==> config.mk <==
export PLATFORM = sky130hd
export DESIGN_NAME = audio_sfx_gen
export DESIGN_NICKNAME = d
export VERILOG_FILES = /design/src/rtl/audio_sfx_gen.sv
export SDC_FILE = /design/constraint.sdc
export NUM_CORES = 1
export LEC_CHECK = 0
export ABC_CLOCK_PERIOD_IN_PS = 3560
export BUFFER_PORTS_ARGS = -buffer_cell sky130_fd_sc_hd__buf_2
export CAP_MARGIN = 25
export CORE_MARGIN = 2
export CORE_UTILIZATION = 48
export CTS_BUF_LIST = sky130_fd_sc_hd__clkbuf_8 sky130_fd_sc_hd__clkbuf_16
export CTS_CLUSTER_DIAMETER = 200
export DETAILED_ROUTE_END_ITERATION = 12
export HOLD_SLACK_MARGIN = 0.05
export SLEW_MARGIN = 20
export SYNTH_ARGS = -nofsm -noshare
export SYNTH_HDL_FRONTEND = slang
export SYNTH_SLANG_ARGS = --single-unit
==> constraint.sdc <==
create_clock -name clk_25mhz -period 3.56 [get_ports clk_25mhz]
set_clock_uncertainty 0.2 [all_clocks]
set_input_delay 0.356 -clock clk_25mhz [delete_from_list [all_inputs] [get_ports clk_25mhz]]
set_output_delay 0.356 -clock clk_25mhz [all_outputs]
set_load 0.1 [all_outputs]
==> src/rtl/audio_sfx_gen.sv <==
// rtl/audio_sfx_gen.sv - PWM sound-effect generator with tone sweep, duration timer and retrigger
module audio_sfx_gen #(
    parameter int MS_CYCLES = 25000
) (
    input  logic       clk_25mhz,
    input  logic       rst,
    input  logic       audio_en,
    input  logic [1:0] audio_sel,
    input  logic [3:0] audio_vol,
    output logic       audio_pwm,
    output logic       audio_busy,
    output logic       audio_done
);

    localparam logic [15:0] MS_LAST = 16'(MS_CYCLES - 1);

    typedef enum logic [1:0] {
        S_IDLE = 2'd0,
        S_PLAY = 2'd1,
        S_DONE = 2'd2
    } state_t;

    state_t      r_state;
    state_t      w_state_next;

    logic [3:0]  r_vol;
    logic [15:0] r_hp;
    logic [15:0] r_sweep;
    logic [15:0] r_dur;
    logic [15:0] r_tone_cnt;
    logic [15:0] r_presc;
    logic        r_level;
    logic [7:0]  r_pwm_cnt;
    logic        r_pwm;
    logic        r_busy;
    logic        r_done;

    logic [3:0]  w_vol_next;
    logic [15:0] w_hp_next;
    logic [15:0] w_sweep_next;
    logic [15:0] w_dur_next;
    logic [15:0] w_tone_cnt_next;
    logic [15:0] w_presc_next;
    logic        w_level_next;
    logic [7:0]  w_pwm_cnt_next;

    logic [15:0] w_tbl_hp;
    logic [15:0] w_tbl_dur;
    logic [15:0] w_tbl_sweep;
    logic [16:0] w_hp_sum;
    logic [15:0] w_hp_sat;
    logic        w_tick;
    logic        w_tone_last;

    // effect table lookup: starting half-period, duration in ms, half-period growth per ms
    always_comb begin
        w_tbl_hp    = 16'd2500;
        w_tbl_dur   = 16'd50;
        w_tbl_sweep = 16'd250;
        case (audio_sel)
            2'd0: begin w_tbl_hp = 16'd2500;  w_tbl_dur = 16'd50;  w_tbl_sweep = 16'd250; end
            2'd1: begin w_tbl_hp = 16'd12500; w_tbl_dur = 16'd200; w_tbl_sweep = 16'd0;   end
            2'd2: begin w_tbl_hp = 16'd6250;  w_tbl_dur = 16'd500; w_tbl_sweep = 16'd50;  end
            default: begin w_tbl_hp = 16'd25000; w_tbl_dur = 16'd300; w_tbl_sweep = 16'd0; end
        endcase
    end

    assign w_tick      = (r_state == S_PLAY) && (r_presc == MS_LAST);
    assign w_tone_last = (r_tone_cnt == r_hp - 16'd1);
    assign w_hp_sum    = {1'b0, r_hp} + {1'b0, r_sweep};
    assign w_hp_sat    = w_hp_sum[16] ? 16'hFFFF : w_hp_sum[15:0];

    // next-state logic: any accepted strobe (re)starts PLAY; last ms tick ends it
    always_comb begin
        w_state_next = r_state;
        case (r_state)
            S_IDLE: if (audio_en) w_state_next = S_PLAY;
            S_PLAY: begin
                if (audio_en)
                    w_state_next = S_PLAY;
                else if (w_tick && (r_dur == 16'd1))
                    w_state_next = S_DONE;
            end
            S_DONE: w_state_next = audio_en ? S_PLAY : S_IDLE;
            default: w_state_next = S_IDLE;
        endcase
    end

    // datapath next values: reload on start, otherwise advance tone and ms timers while playing
    always_comb begin
        w_vol_next      = r_vol;
        w_hp_next       = r_hp;
        w_sweep_next    = r_sweep;
        w_dur_next      = r_dur;
        w_tone_cnt_next = r_tone_cnt;
        w_presc_next    = r_presc;
        w_level_next    = r_level;
        w_pwm_cnt_next  = r_pwm_cnt + 8'd1;
        if (audio_en) begin
            w_vol_next      = audio_vol;
            w_hp_next       = w_tbl_hp;
            w_sweep_next    = w_tbl_sweep;
            w_dur_next      = w_tbl_dur;
            w_tone_cnt_next = 16'd0;
            w_presc_next    = 16'd0;
            w_level_next    = 1'b0;
        end else if (r_state == S_PLAY) begin
            if (w_tone_last) begin
                w_tone_cnt_next = 16'd0;
                w_level_next    = ~r_level;
            end else begin
                w_tone_cnt_next = r_tone_cnt + 16'd1;
            end
            if (w_tick) begin
                w_presc_next = 16'd0;
                w_dur_next   = r_dur - 16'd1;
                w_hp_next    = w_hp_sat;
            end else begin
                w_presc_next = r_presc + 16'd1;
            end
        end
    end

    // state and datapath registers; outputs are registered from next values so they track the state with no extra lag
    always_ff @(posedge clk_25mhz) begin
        if (!rst) begin
            r_state    <= S_IDLE;
            r_vol      <= 4'd0;
            r_hp       <= 16'd0;
            r_sweep    <= 16'd0;
            r_dur      <= 16'd0;
            r_tone_cnt <= 16'd0;
            r_presc    <= 16'd0;
            r_level    <= 1'b0;
            r_pwm_cnt  <= 8'd0;
            r_pwm      <= 1'b0;
            r_busy     <= 1'b0;
            r_done     <= 1'b0;
        end else begin
            r_state    <= w_state_next;
            r_vol      <= w_vol_next;
            r_hp       <= w_hp_next;
            r_sweep    <= w_sweep_next;
            r_dur      <= w_dur_next;
            r_tone_cnt <= w_tone_cnt_next;
            r_presc    <= w_presc_next;
            r_level    <= w_level_next;
            r_pwm_cnt  <= w_pwm_cnt_next;
            r_pwm      <= (w_state_next == S_PLAY) && w_level_next &&
                          (w_pwm_cnt_next < {w_vol_next, 4'b0000});
            r_busy     <= (w_state_next == S_PLAY);
            r_done     <= (w_state_next == S_DONE);
        end
    end

    assign audio_pwm  = r_pwm;
    assign audio_busy = r_busy;
    assign audio_done = r_done;

endmodule

; ---- Word-level counts from Yosys, hierarchy flattened
; Index checks and enable logic that the tools add are counted.
[totals]
register_bits = 98
latchBits = 0
ramBits = 0
romBits = 0
output_inout_bits = 3
elab_cells = 61
n_memories = 0
[classes]
add_sub_neg = 6
n_mul = 0
div_mod_pow = 0
n_lt_le_gt_ge = 1
n_eq_ne = 9
shift = 0
muxes = 21
bitwise_logic = 2
reduce_logical = 10
[ops]
columns = op, n
row1 = $mux W16, 9
row2 = $pmux W15 S3, 1
row3 = $add A16 B1 Y16 const B, 2
row4 = $sub A16 B1 Y16 const B, 2
row5 = $pmux W9 S3, 1
row6 = $add A16 B16 Y17, 1
row7 = $eq A16 B1 Y1 const B, 1
row8 = $eq A16 B15 Y1 const B, 1
row9 = $eq A16 B16 Y1, 1
row10 = $pmux W8 S2, 1
row11 = $add A8 B1 Y8 const B, 1
row12 = $lt A8 B8 Y1, 1
row13 = $eq A2 B1 Y1 const B, 3
row14 = $eq A2 B2 Y1 const B, 3
row15 = $mux W2, 3
row16 = $pmux W2 S3, 1
row17 = $logic_and A1 B1 Y1, 4
row18 = $logic_not A2 Y1, 2
row19 = $mux W1, 4
row20 = $mux W4, 1
row21 = $reduce_bool A2 Y1, 2
row22 = $not A1 Y1, 2
row23 = $reduce_and A2 Y1, 1
row24 = $reduce_or A2 Y1, 1

; ---- Longest topological paths before layout
; Gate-level depths: netlist of the first run.
[depth]
ltp_word = 9
ltp_mapped = 11
ltp_nobuf = 9

; ---- Worst setup path before layout of the first run
; OpenSTA, ideal clock, no wires.
[synth_timing]
path_kind = register to register
start = register r_hp[2]
end = register r_pwm, in the netlist audio_pwm
setup_ns = 0.121
arrival_ns = 2.399
required_ns = 3.239
path_slack_ns = 0.840
path_stages_with_launch = 8
synth_period_minus_slack_ns = 2.720
path_cell_list = dfxtp_1 -> or4_1 -> nor2_1 -> xnor2_1 -> o21ai_0 -> a221o_1 -> nor4_4 -> mux2_4
[synth_via]
elab_chain_cells = 7
[synth_rtl]
columns = element, line
row1 = start: declaration, 27  ; logic [15:0] r_hp;
row2 = start signal: assignment, 142  ; r_hp <= w_hp_next;
row3 = $sub A16 B1 Y16, 69  ; assign w_tone_last = (r_tone_cnt == r_hp - 16'd1);
row4 = $eq A16 B16 Y1, 69
row5 = $mux W1, 108  ; if (w_tone_last) begin
row6 = $mux W1, 107  ; end else if (r_state == S_PLAY) begin
row7 = $mux W1, 99  ; if (audio_en) begin
row8 = $logic_and A1 B1 Y1 (2 in a row), 149  ; r_pwm <= (w_state_next == S_PLAY) && w_level_next &&
row9 = end signal: assignment, 149
row10 = end: declaration, 34  ; logic r_pwm;
; Every way passes these cells.
; A chain may end at the register's enable or synchronous reset.

; ---- Worst setup path in the final report of the first run
[layout_timing]
start = register r_hp[1]
end = register r_tone_cnt[7]
[layout_via]
elab_chain_cells = 3
[layout_rtl]
columns = element, line
row1 = $sub A16 B1 Y16, 69
row2 = $eq A16 B16 Y1, 69
row3 = $mux W16, 108
row4 = end signal: assignment, 145  ; r_tone_cnt <= w_tone_cnt_next;
row5 = end: declaration, 30  ; logic [15:0] r_tone_cnt;
; Every way passes these cells.

==> results of run 1 <==
==> registers in the layout, indices dropped and copies added (netlist names), 2 cells and up <==
register / cells
r_dur: 16
r_vol: 4
r_pwm_cnt: 8
r_presc: 16
r_state: 2
r_hp: 16
r_tone_cnt: 16
r_sweep: 2
==> cell usage in the layout, fill, tap and decap left out, drive strengths merged, types with 3 or more instances in the layout <==
master | synthesis | routed
mux2i | 8 | 8
o21ai | 28 | 28
nor3 | 39 | 39
xor2 | 32 | 32
a21boi | 6 | 6
buf | 6 | 17
and4 | 3 | 3
nand2b | 5 | 5
or3 | 5 | 5
and2 | 9 | 9
clkbuf | 19 | 9
ha | 22 | 22
and3 | 11 | 11
nor2 | 65 | 65
a211oi | 5 | 5
or4 | 4 | 4
nor3b | 3 | 3
inv | 14 | 18
a21oi | 31 | 31
nand2 | 48 | 48
nand3 | 21 | 21
nor4 | 16 | 16
xnor2 | 37 | 37
nand4 | 14 | 14
a21o | 4 | 4
nor2b | 8 | 8
dfxtp | 84 | 84
==> worst reg2reg max path, cell delays in order (launching register included) <==
cell and delay (ns):
dfxtp_1 0.39, inv_1 0.08, ha_1 0.31, inv_1 0.12, or4_1 0.51, o21ai_0 0.09, a32o_1 0.15, o2111ai_1 0.22
nor4_4 0.29, buf_4 0.26, nor3_1 0.07
==> cells by family (layout without fill, tap and decap cells) <==
kind of cell / after synthesis / after routing / share of synthesized area, %
and+or+nand+nor: 260 / 260 / 28.4
xor gates and xnor gates: 69 / 69 / 12.7
AOI/OAI and AO/OA: 96 / 96 / 12.6
muxes: 9 / 9 / 2.00
adders and majority gates: 22 / 22 / 5.78
buffers and inverters: 39 / 47 / 3.23
DFF: 84 / 84 / 35.3
==> stage by stage <==
| step | utilization (%) | cells |
|---|---|---|
| after floorplan | - | 579 |
| after global placement | 50.9 | 704 |
| after detailed placement | 50.9 | 704 |
| after CTS | 53.0 | 720 |
| after global routing | 53.0 | 720 |
| final | 53.0 | 720 |
==> per-layer routing <==
layer  vias to the layer above  part of all wire [%]
li1                       2061                     -
met1                      1859                    50
met2                        73                    46
met3                        12                   3.4
met4                         0                   1.1
met5                         -                     0
==> area by class of cell <==
class	instances	area [µm²]	share of cell area (%)
Multi-Input combinational cell	456	2930	57.0
Sequential cell	84	1680	32.8
Tap cell	133	166	3.24
Clock buffer	9	124	2.41
Timing Repair Buffer	17	100	1.95
Clock inverter	7	81.3	1.58
Inverter	14	52.6	1.02
==> cell usage after synthesis, types with 9 or more instances <==
| cell type | n | area, µm² |
|---|---|---|
| nor3_1 | 39 | 195 |
| xnor2_1 | 37 | 324 |
| clkbuf_1 | 19 | 71.3 |
| dfxtp_1 | 84 | 1680 |
| ha_1 | 22 | 275 |
| xor2_1 | 32 | 280 |
| nor4_1 | 13 | 81.3 |
| nand4_1 | 14 | 87.6 |
| nand3_1 | 21 | 105 |
| and2_1 | 9 | 56.3 |
| inv_1 | 14 | 52.6 |
| nand2_1 | 48 | 180 |
| o21ai_0 | 27 | 135 |
| and3_1 | 11 | 68.8 |
| nor2_1 | 65 | 244 |
| a21oi_1 | 31 | 155 |
==> how the worst max path moves through the flow <==
stage / start / cells past startpoint / end / slack [ns]
4_1_cts: r_hp[2] / 8 / r_tone_cnt[7] / 0.75
5_1_grt: r_hp[3] / 8 / r_hp[4] / 0.48
2_1_floorplan: r_hp[2] / 7 / audio_pwm / 0.84
6_report: r_hp[1] / 10 / r_tone_cnt[7] / 0.76
3_3_place_gp: r_hp[0] / 10 / r_tone_cnt[4] / 0.75
3_5_place_dp: r_hp[2] / 8 / r_tone_cnt[13] / 0.76
==> power by group through the flow <==
stage	logic, mW	clock network (mW)	registers [mW]
finish	0.225	0.713	1.00
global route	0.253	0.769	1.01
CTS	0.226	0.730	1.00
detailed placement	0.225	0	1.02
global placement	0.222	0	1.02
floorplan	0.181	0	1.01
==> results.md, run 1 <==
* Status: finished clean
* Main synth FF type: dfxtp_1
* Worst Path Class, Setup: reg2reg
* Clk network pwr share at 36.8%
* Ys Warns at 0
* Most frequent cell on the critical path: inv_1
* 1st-iter DRT viols at 155
* Critical path buffer and inverter count at 3
* Setup TNS at 0 ns
* Overall Power at 1.94 mW
* Flop pwr share at 51.6%
* Worst Hold Launch: audio_vol[0]
* Remaining DRCs at 0
* Maximum clock path buffer count at 2
* Combinational share of power at 11.6%
* Boundary Pins at 12
* Largest delay contributor family on the critical path: simple AND/OR/NAND/NOR gates
* Final GP Congestion at 0.864
* Cell depth of the worst flop-to-flop path at 10
* Post-CTS setup buffers at 0
* Clock tree sinks at 84
* TritonCTS Buffers at 9
* Switching pwr at 0.547 mW
* Root Buffer: clkbuf_8
* Max stage delay on crit path at a little over 0.5 ns
* Vias per cell at 5.56
* Layer with the highest usage: met2
* Synth unique cells at 54
* Asr flop ratio synth at 0%
* CP max stage cell: or4_1
* Avg Cell Area, Syn at 8.22 µm²
* I/O Buffers at 11
* DP Wirelength at 7800 µm
* Hold_buf cts at 0
* FF-to-FF Start: r_hp[1]
* Cell Chain, Critical Path: inv_1, ha_1, inv_1, or4_1, o21ai_0, a32o_1, o2111ai_1, nor4_4, buf_4, nor3_1
* Largest net degree at the start of global routing at 34
* Pins over their slew limit at 0
* Die height at 104 µm
* WHS Endpoint: r_vol[0]
* Crit path capture type: register
* Cell count after synthesis at 579
* Core region area at 9680 µm²
* Pint at 1.39 mW
* Number of routed nets with antenna violations at 0
* Fillers at approximately 930
* Maximum fanout along the worst path at 14
* Max Freq at 0.357 GHz
* Design Area, Final at 5130 µm²
* MaxCap Viol Count at 0
* Die Wd at between 100 and 150 µm
* Fin. Hold Viols at 0
* Std-Cell Rows at 36
* Fin crit period at 2.80 ns
* Final #Nets at between 600 and 700
* DRT Pass-1 Iters at 5
* Global-route wire length before repair at 18300 µm
* Worst slew pin tran at 0.798 ns
* Place WS at 0.756 ns
* Synth Net Count at 610
* Inserted Diodes at 0
* Sw frac at 28.2%
* Max VDD drop at 0.255 mV
* Layout cells sized above 1 at slightly above 7%
* RSZ-0062 raised after global routing: false
* Cells on Worst Hold Path at 3
* Req. time, crit path at 3.60 ns
* FF-to-FF End: r_tone_cnt[7]
* Yosys reg bits at 84
* Met3 usage at 4.03%
* Worst skew pair latency at 0.37 ns
* H-tree depth at 3
* Vias post-DR at 4005
* Met2 usage in global routing at 33.4%
* Worst-path clk slew at around 0.10 ns
* Mapped cell area at 4760 µm²
* FF-to-FF setup slack at ~0.76 ns
* Total track usage at 20.6%
* Sequential area share after synthesis at between 30% and 40%
* Post-DR wirelength/cell at between 10 and 15 µm
* TritonCTS clock tree: yes
* Initial antenna violation count at 0
* Final worst slack at 0.761 ns
* Placed Area at 4930 µm²
* PwrDens at 378 nW/µm²
* Leakage at 1.94 nW
* Hold slack at 0.0877 ns
* Worst Setup Start Kind: register
* Post-cts resize count at 0
* Slew Limit Headroom at 46.7%
* Vias in the first global route at 3784
* Initial core utilization at around 49%
* Type of the worst min-delay path: in2reg
* Final period util at 78.6%
* Setup-failing EPs final at 0
* M1 GR Usage at 28.6%
* Worst Path Arrival at between 2 and 3 ns
* Die area at about 11000 µm²
* GRT Residual Overflow at 0
* Area Growth Syn to Fin at 7.78%
* Final wirelength at 10600 µm
* Number of flops mapped to enable cells by yosys at 0
Power figures use the tool's default switching activity.
==> run 2, diff against run 1 <==
--- a/config.mk
+++ b/config.mk
@@ -5,7 +5,8 @@
 export SDC_FILE = /design/constraint.sdc
 export NUM_CORES = 1
 export LEC_CHECK = 0
-export ABC_CLOCK_PERIOD_IN_PS = 3560
+export ABC_AREA = 1
+export ABC_CLOCK_PERIOD_IN_PS = 2300
 export BUFFER_PORTS_ARGS = -buffer_cell sky130_fd_sc_hd__buf_2
 export CAP_MARGIN = 25
 export CORE_MARGIN = 2
@@ -14,6 +15,7 @@
 export CTS_CLUSTER_DIAMETER = 200
 export DETAILED_ROUTE_END_ITERATION = 12
 export HOLD_SLACK_MARGIN = 0.05
+export PLACE_DENSITY = 0.66
 export SLEW_MARGIN = 20
 export SYNTH_ARGS = -nofsm -noshare
 export SYNTH_HDL_FRONTEND = slang
==> constraint.sdc (replaced) <==
create_clock -name clk_25mhz -period 2.3 [get_ports clk_25mhz]
set_clock_uncertainty 0.2 [all_clocks]
set_input_delay 0.23 -clock clk_25mhz [delete_from_list [all_inputs] [get_ports clk_25mhz]]
set_output_delay 0.23 -clock clk_25mhz [all_outputs]
set_load 0.1 [all_outputs]
==> run 2 against run 1 <==
Non-clock buffer count is 33 higher. Flip-flop and latch count unchanged. Cell count is 30% higher. Clock power is 47% higher. Total power grew 61%. Highest routed layer unchanged. Synthesized cell count increased by 30%. Sequential power grew 55%. Maximum frequency is 27% higher. Worst hold slack improved by 0.074 ns.
==> results.md, run 2 <==
* Commonest cells in the netlist: 159 x nand2_1, 110 x inv_1, 92 x nor2_1
* Multi-input combinational cell area at 2990 µm²
* Die area at roughly 11000 µm²
* Cell depth of the worst flop-to-flop path at 11
* Area contributors post-synth: dfxtp_1 33%, nand2_1 12%, inv_1 8.1%
* H-tree depth at 3
* Worst slew pin tran at 0.483 ns
* 1st-iter DRT viols at 173
* RSZ-0062 raised after global routing: true
* TritonCTS Buffers at 9
* Initial antenna violation count at 0
* TritonCTS clock tree: yes
* Leakage at 2.60 nW
* Yosys reg bits at 84
* CP max stage cell: dfxtp_1
* Global-route wire length before repair at 21200 µm
* FF-to-FF End: r_hp[4]
* Max VDD drop at 0.318 mV
* Worst Hold Launch: audio_sel[1]
* PwrDens at about 540 nW/µm²
* Vias per cell at 5.16
* Final GP Congestion at around 0.94
* DP Wirelength at 9540 µm
* Inserted Diodes at 0
* Synth Net Count at 786
* Fillers at 1043
* Most common cell after layout, fill and taps aside: nand2_1
* Main synth FF type: dfxtp_1
* Req. time, crit path at 2.39 ns
* Setup TNS at 0 ns
* Initial core utilization at 49.3%
* Setup-failing EPs final at 0
* Final period util at 96.0%
* FF-to-FF setup slack at 0.09 ns
* Flip-flop and latch area at 1690 µm²
* Maximum fanout along the worst path at 5
* Area share of the largest cell type after synthesis at 33.0%
* Total track usage at 23.2%
* Fin crit period at 2.21 ns
* Vias post-DR at 4849
* MaxCap Viol Count at 0
* Boundary Pins at 12
* Area Growth Syn to Fin at 14.3%
* Asr flop ratio synth at 0%
* Maximum clock path buffer count at 2
* Critical path buffer and inverter count at 3
* Sequential area share after synthesis at 33.0%
* Mapped cell area at roughly 5100 µm²
* Die height at 107 µm
* Worst Path Class, Setup: reg2reg
* Max Freq at 0.453 GHz
* Ys Warns at 0
* Worst Setup Start Kind: register
* Worst Path Arrival at around 2.3 ns
* Worst skew pair latency at 0.36 ns
* Place WS at 0.0464 ns
* Pins over their slew limit at 0
* Remaining DRCs at 0
* Slew Limit Headroom at 68.0%
* Vias in the first global route at 4593
* Number of flops mapped to enable cells by yosys at 0
* WHS Endpoint: r_hp[7]
* Overall Power at 3.12 mW
* Max stage delay on crit path at 0.38 ns
* Cell Chain, Critical Path: ha_1, nand2_1, nor4_1, nand3_1, buf_4, buf_4, nor2_1, inv_1, o21ai_0, o21ai_0, o21ai_0
* Worst-path clk slew at 0.08 ns
* Most frequent cell on the critical path: o21ai_0
* Die Wd at 107 µm
* Cells on Worst Hold Path at 5
* Commonest non-fill, non-tap cells in the layout: 153 x nand2_1, 108 x inv_1, 85 x nor2_1
* Crit path capture type: register
* Synth unique cells at 43
* Final wirelength at 12500 µm
* Synth area leader: dfxtp_1
* DRT Pass-1 Iters at 5
* Type of the worst min-delay path: in2reg
* Avg Cell Area, Syn at 6.74 µm²
* Layout cells sized above 1 at 14.6%
* Std-Cell Rows at 37
* Status: finished clean
* Number of routed nets with antenna violations at 0
* Largest delay contributor family on the critical path: simple AND/OR/NAND/NOR gates
* FF-to-FF Start: r_presc[0]
* Post-DR wirelength/cell at between 10 and 15 µm
* I/O Buffers at 11
* GRT Residual Overflow at 0
* Root Buffer: clkbuf_8
* Largest net degree at the start of global routing at 19
* Core region area at 10300 µm²
* Final #Nets at between 800 and 900
* Cell count after synthesis at 755
* Fin. Hold Viols at 0
* Cell with the most instances after synthesis: nand2_1
* Clock tree sinks at 84
* Final worst slack at 0.0921 ns
[run 2: cell count changes after synthesis, sizes merged, moves of 9 or more]
cell / previous run / this run
o21ai: 28 / 39
nor3: 39 / 19
and3: 11 / 1
inv: 14 / 112
xor2: 32 / 19
nand3: 21 / 43
a21oi: 31 / 47
xnor2: 37 / 13
clkbuf: 19 / 5
nor2: 65 / 104
nand2: 48 / 163
and2: 9 / 0
[run 2: cell families after synthesis]
| group | share of synthesized area [%] |
|---|---|
| multiplexers | 0.786 |
| buffers and inverters | 10.2 |
| flip-flops | 33.0 |
| adder cells (fa/ha/maj) | 5.41 |
| XOR/XNOR | 5.51 |
| AO/OA/AOI/OAI | 12.2 |
| AND/OR/NAND/NOR | 32.9 |
[run 2: worst max path at each step]
| stage | from | to | slack, ns | depth (start not counted) |
|---|---|---|---|---|
| final | r_presc[0] | r_hp[4] | 0.09 | 11 |
| after global routing | r_hp[2] | r_tone_cnt[8] | -0.05 | 13 |
| after CTS | r_hp[3] | r_hp[4] | 0.03 | 13 |
| after detailed placement | r_hp[1] | r_tone_cnt[8] | 0.05 | 14 |
| after global placement | r_hp[3] | r_hp[4] | 0.10 | 13 |
| after floorplan | r_hp[3] | r_hp[4] | 0.27 | 13 |
[run 2: power breakdown]
group          switching, mW  internal [mW]  leakage (nW)  total, mW
clock network          0.550          0.498        0.0968       1.05
registers             0.0506           1.50         0.686       1.55
logic                  0.329          0.192          1.81      0.521
total                  0.930           2.19          2.60       3.12
[run 2: layout make-up]
cell class                 count  area share, %
timing repair buffer          50           6.21
multi-input combinational    541           51.3
clock buffer                   9           2.13
sequential                    84           29.0
inverter                     112           7.22
tap                          136           2.92
clock inverter                 7           1.16
[run 2: worst reg2reg max path, stage by stage, from the launching register on]
cell and delay, ns:
dfxtp_1 0.38, ha_1 0.19, nand2_1 0.08, nor4_1 0.18, nand3_1 0.23, buf_4 0.23, buf_4 0.14, nor2_1 0.18
inv_1 0.08, o21ai_0 0.09, o21ai_0 0.10, o21ai_0 0.07
[run 2: repair_timing]
item,4_1_cts,5_1_grt
buffers inserted,0,2
hold buffers,5,0
hold endpoints to repair,6,0
endpoints found under the setup margin,0,23
resized for setup,0,37
[run 2: routing by layer]
layer / up-vias / share of wire [%] / GRT usage, %
li1: 2527 / - / -
met1: 2202 / 47 / 30.3
met2: 99 / 47 / 38.6
met3: 21 / 3.4 / 3.34
met4: 0 / 2.0 / 9.18
met5: - / 0 / 0
[run 2: per-stage QoR]
step | cells | hold WS (ns) | utilization [%] | area [µm²]
4_1_cts | 936 | 0.156 | 55.1 | 5690
5_1_grt | 939 | 0.185 | 56.4 | 5820
3_3_place_gp | 915 | 0.228 | 52.8 | 5450
6_report | 939 | 0.162 | 56.4 | 5820
3_5_place_dp | 915 | 0.240 | 52.8 | 5450
2_1_floorplan | 755 | 0.168 | - | 5090
==> run 3, diff against run 2 <==
--- a/config.mk
+++ b/config.mk
@@ -6,7 +6,7 @@
 export NUM_CORES = 1
 export LEC_CHECK = 0
 export ABC_AREA = 1
-export ABC_CLOCK_PERIOD_IN_PS = 2300
+export ABC_CLOCK_PERIOD_IN_PS = 1850
 export BUFFER_PORTS_ARGS = -buffer_cell sky130_fd_sc_hd__buf_2
 export CAP_MARGIN = 25
 export CORE_MARGIN = 2
==> constraint.sdc (replaced) <==
create_clock -name clk_25mhz -period 1.85 [get_ports clk_25mhz]
set_clock_uncertainty 0.2 [all_clocks]
set_input_delay 0.185 -clock clk_25mhz [delete_from_list [all_inputs] [get_ports clk_25mhz]]
set_output_delay 0.185 -clock clk_25mhz [all_outputs]
set_load 0.1 [all_outputs]
==> run 3 against run 2 <==
Utilization increased by 17 points. Critical path type unchanged. First-iteration DRC count increased by 120%. Worst hold slack got worse by 0.025 ns. Critical path depth increased by 4. Global-route usage increased by 4.3 points. Largest power group unchanged. Wire length increased by 29%. Register-to-register slack got worse by 0.43 ns. Clock-buffer cell count increased by 1. Flip-flop and latch count unchanged. The run now ends with setup timing left. Clock power increased by 21%. Cell count increased by 15%.
==> results.md, run 3 (synthesis results as in run 2) <==
* Status: finished with violations
* Failing checks: setup timing
* DRT Pass-1 Iters at 6
* Final GP Congestion at 0.913
* Worst skew pair latency at between 0.3 and 0.4 ns
* DP Wirelength at 10900 µm
* TritonCTS clock tree: yes
* Fin crit period at 2.18 ns
* Leakage at approximately 3.5 nW
* Type of the worst min-delay path: in2reg
* Max VDD drop at a little over 0.4 mV
* Die height at 107 µm
* RSZ-0062 raised after global routing: true
* CP max stage cell: dfxtp_4
* Vias per cell at 5.32
* I/O Buffers at 11
* Vias post-DR at between 5000 and 6000
* Initial core utilization at between 40% and 50%
* Pins over their slew limit at 0
* Vias in the first global route at between 5000 and 6000
* Worst slew pin tran at just under 0.5 ns
* Post-DR wirelength/cell at 15.0 µm
* Remaining DRCs at 0
* Std-Cell Rows at 37
* Die Wd at approximately 110 µm
* Inserted Diodes at 0
* Overall Power at 4.21 mW
* Final #Nets at 968
* Worst Setup Start Kind: register
* Most common cell after layout, fill and taps aside: buf_4
* Root Buffer: clkbuf_8
* Maximum clock path buffer count at 2
* Cell Chain, Critical Path: inv_4, ha_4, nand2_4, nor2_4, nand2_2, o21bai_1, nand2_1, inv_1, nand2_2, nor2_4, buf_6, nand4_4, buf_6, nand3_2, inv_1
* Fin. Hold Viols at 0
* GRT Residual Overflow at 0
* Worst Path Class, Setup: reg2reg
* Global-route wire length before repair at 25300 µm
* Final wirelength at ~16000 µm
* Clock tree sinks at 84
* Worst Path Arrival at about 2.3 ns
* Total track usage at 27.5%
* Initial antenna violation count at 0
* 1st-iter DRT viols at 379
* Worst-path clk slew at 0.09 ns
* Core region area at between 10000 and 15000 µm²
* Die area at ~11000 µm²
* Boundary Pins at 12
* Commonest non-fill, non-tap cells in the layout: 141 x buf_4, 127 x nand2_1, 92 x inv_1
* Placed Area at 6330 µm²
* Setup-failing EPs final at 40
* Max stage delay on crit path at 0.38 ns
* FF-to-FF setup slack at -0.33 ns
* Area Growth Syn to Fin at 49.6%
* Largest net degree at the start of global routing at 19
* Max Freq at 0.458 GHz
* Slew Limit Headroom at 67.5%
* H-tree depth at 3
* Setup TNS at -7.93 ns
* Crit path capture type: register
* Design Area, Final at 7610 µm²
* Final period util at 118%
* PwrDens at 553 nW/µm²
* Hold slack at 0.137 ns
* Final worst slack at -0.333 ns
* Number of routed nets with antenna violations at 0
* Maximum fanout along the worst path at 7
* TritonCTS Buffers at 9
* Layout cells sized above 1 at 40.0%
* Req. time, crit path at 1.94 ns
* MaxCap Viol Count at 0
[run 3: changes by cell type in the layout (fill, tap and decap cells not counted), moves of 12 or more]
cell | before | now
nor2_1 | 85 | 67
nor2_4 | 8 | 21
dfxtp_1 | 77 | 64
inv_1 | 108 | 92
buf_6 | 1 | 27
buf_4 | 32 | 141
inv_2 | 5 | 18
o21ai_0 | 34 | 19
nand2_1 | 153 | 127
nand2_2 | 8 | 24
nand3_1 | 42 | 30
[run 3: routing by layer]
metal  global-route usage, %  up-vias  wire length (µm)
li1                        -     2804                 -
met1                    32.9     2676              6540
met2                    48.5      190              8170
met3                    4.86       56               898
met4                    11.1        0               578
met5                       0        -                 0
[run 3: worst max-delay path, delay by kind of cell (launching register included)]
kind / cells / cell delay [ns]
adder cells (fa/ha/maj): 1 / 0.17
AO/OA/AOI/OAI: 1 / 0.13
flip-flops: 1 / 0.38
buffers and inverters: 5 / 0.48
AND/OR/NAND/NOR: 8 / 0.73
[run 3: area by class of cell]
| type | count | area [µm²] |
|---|---|---|
| clock inverters | 5 | 38.8 |
| multi-input cells | 541 | 3580 |
| well taps | 136 | 170 |
| flip-flops and latches | 84 | 1720 |
| clock buffers | 10 | 138 |
| inverters | 112 | 428 |
| fillers | 748 | 2710 |
| repair buffers | 189 | 1540 |
[run 3: final timing paths]
path	start	end	cells after the start
worst min-delay path	audio_sel[1]	r_hp[2]	5
worst max-delay path	r_hp[1]	r_tone_cnt[14]	15
worst min register to register	r_dur[12]	r_dur[12]	2
worst max register to register	r_hp[1]	r_tone_cnt[14]	15
[run 3: repair_timing]
item                                   CTS  global route
setup endpoints to repair               56            64
gates resized for setup                125           102
hold buffers                             8             0
endpoints found under the hold margin    7             0
setup buffers                           20            16
pin swaps                               43            63
[run 3: stage by stage]
step / cells / util [%] / setup WS [ns]
2_1_floorplan: 755 / - / -0.0358
3_3_place_gp: 1021 / 61.3 / -0.302
3_5_place_dp: 1021 / 61.3 / -0.380
4_1_cts: 1063 / 69.3 / -0.259
5_1_grt: 1077 / 73.8 / -0.457
6_report: 1077 / 73.8 / -0.333
[run 3: power breakdown]
group	switching (mW)	internal, mW	leakage, nW	total (mW)
clock	0.749	0.522	0.0883	1.27
combinational	0.555	0.460	2.68	1.01
sequential	0.0666	1.86	0.693	1.93
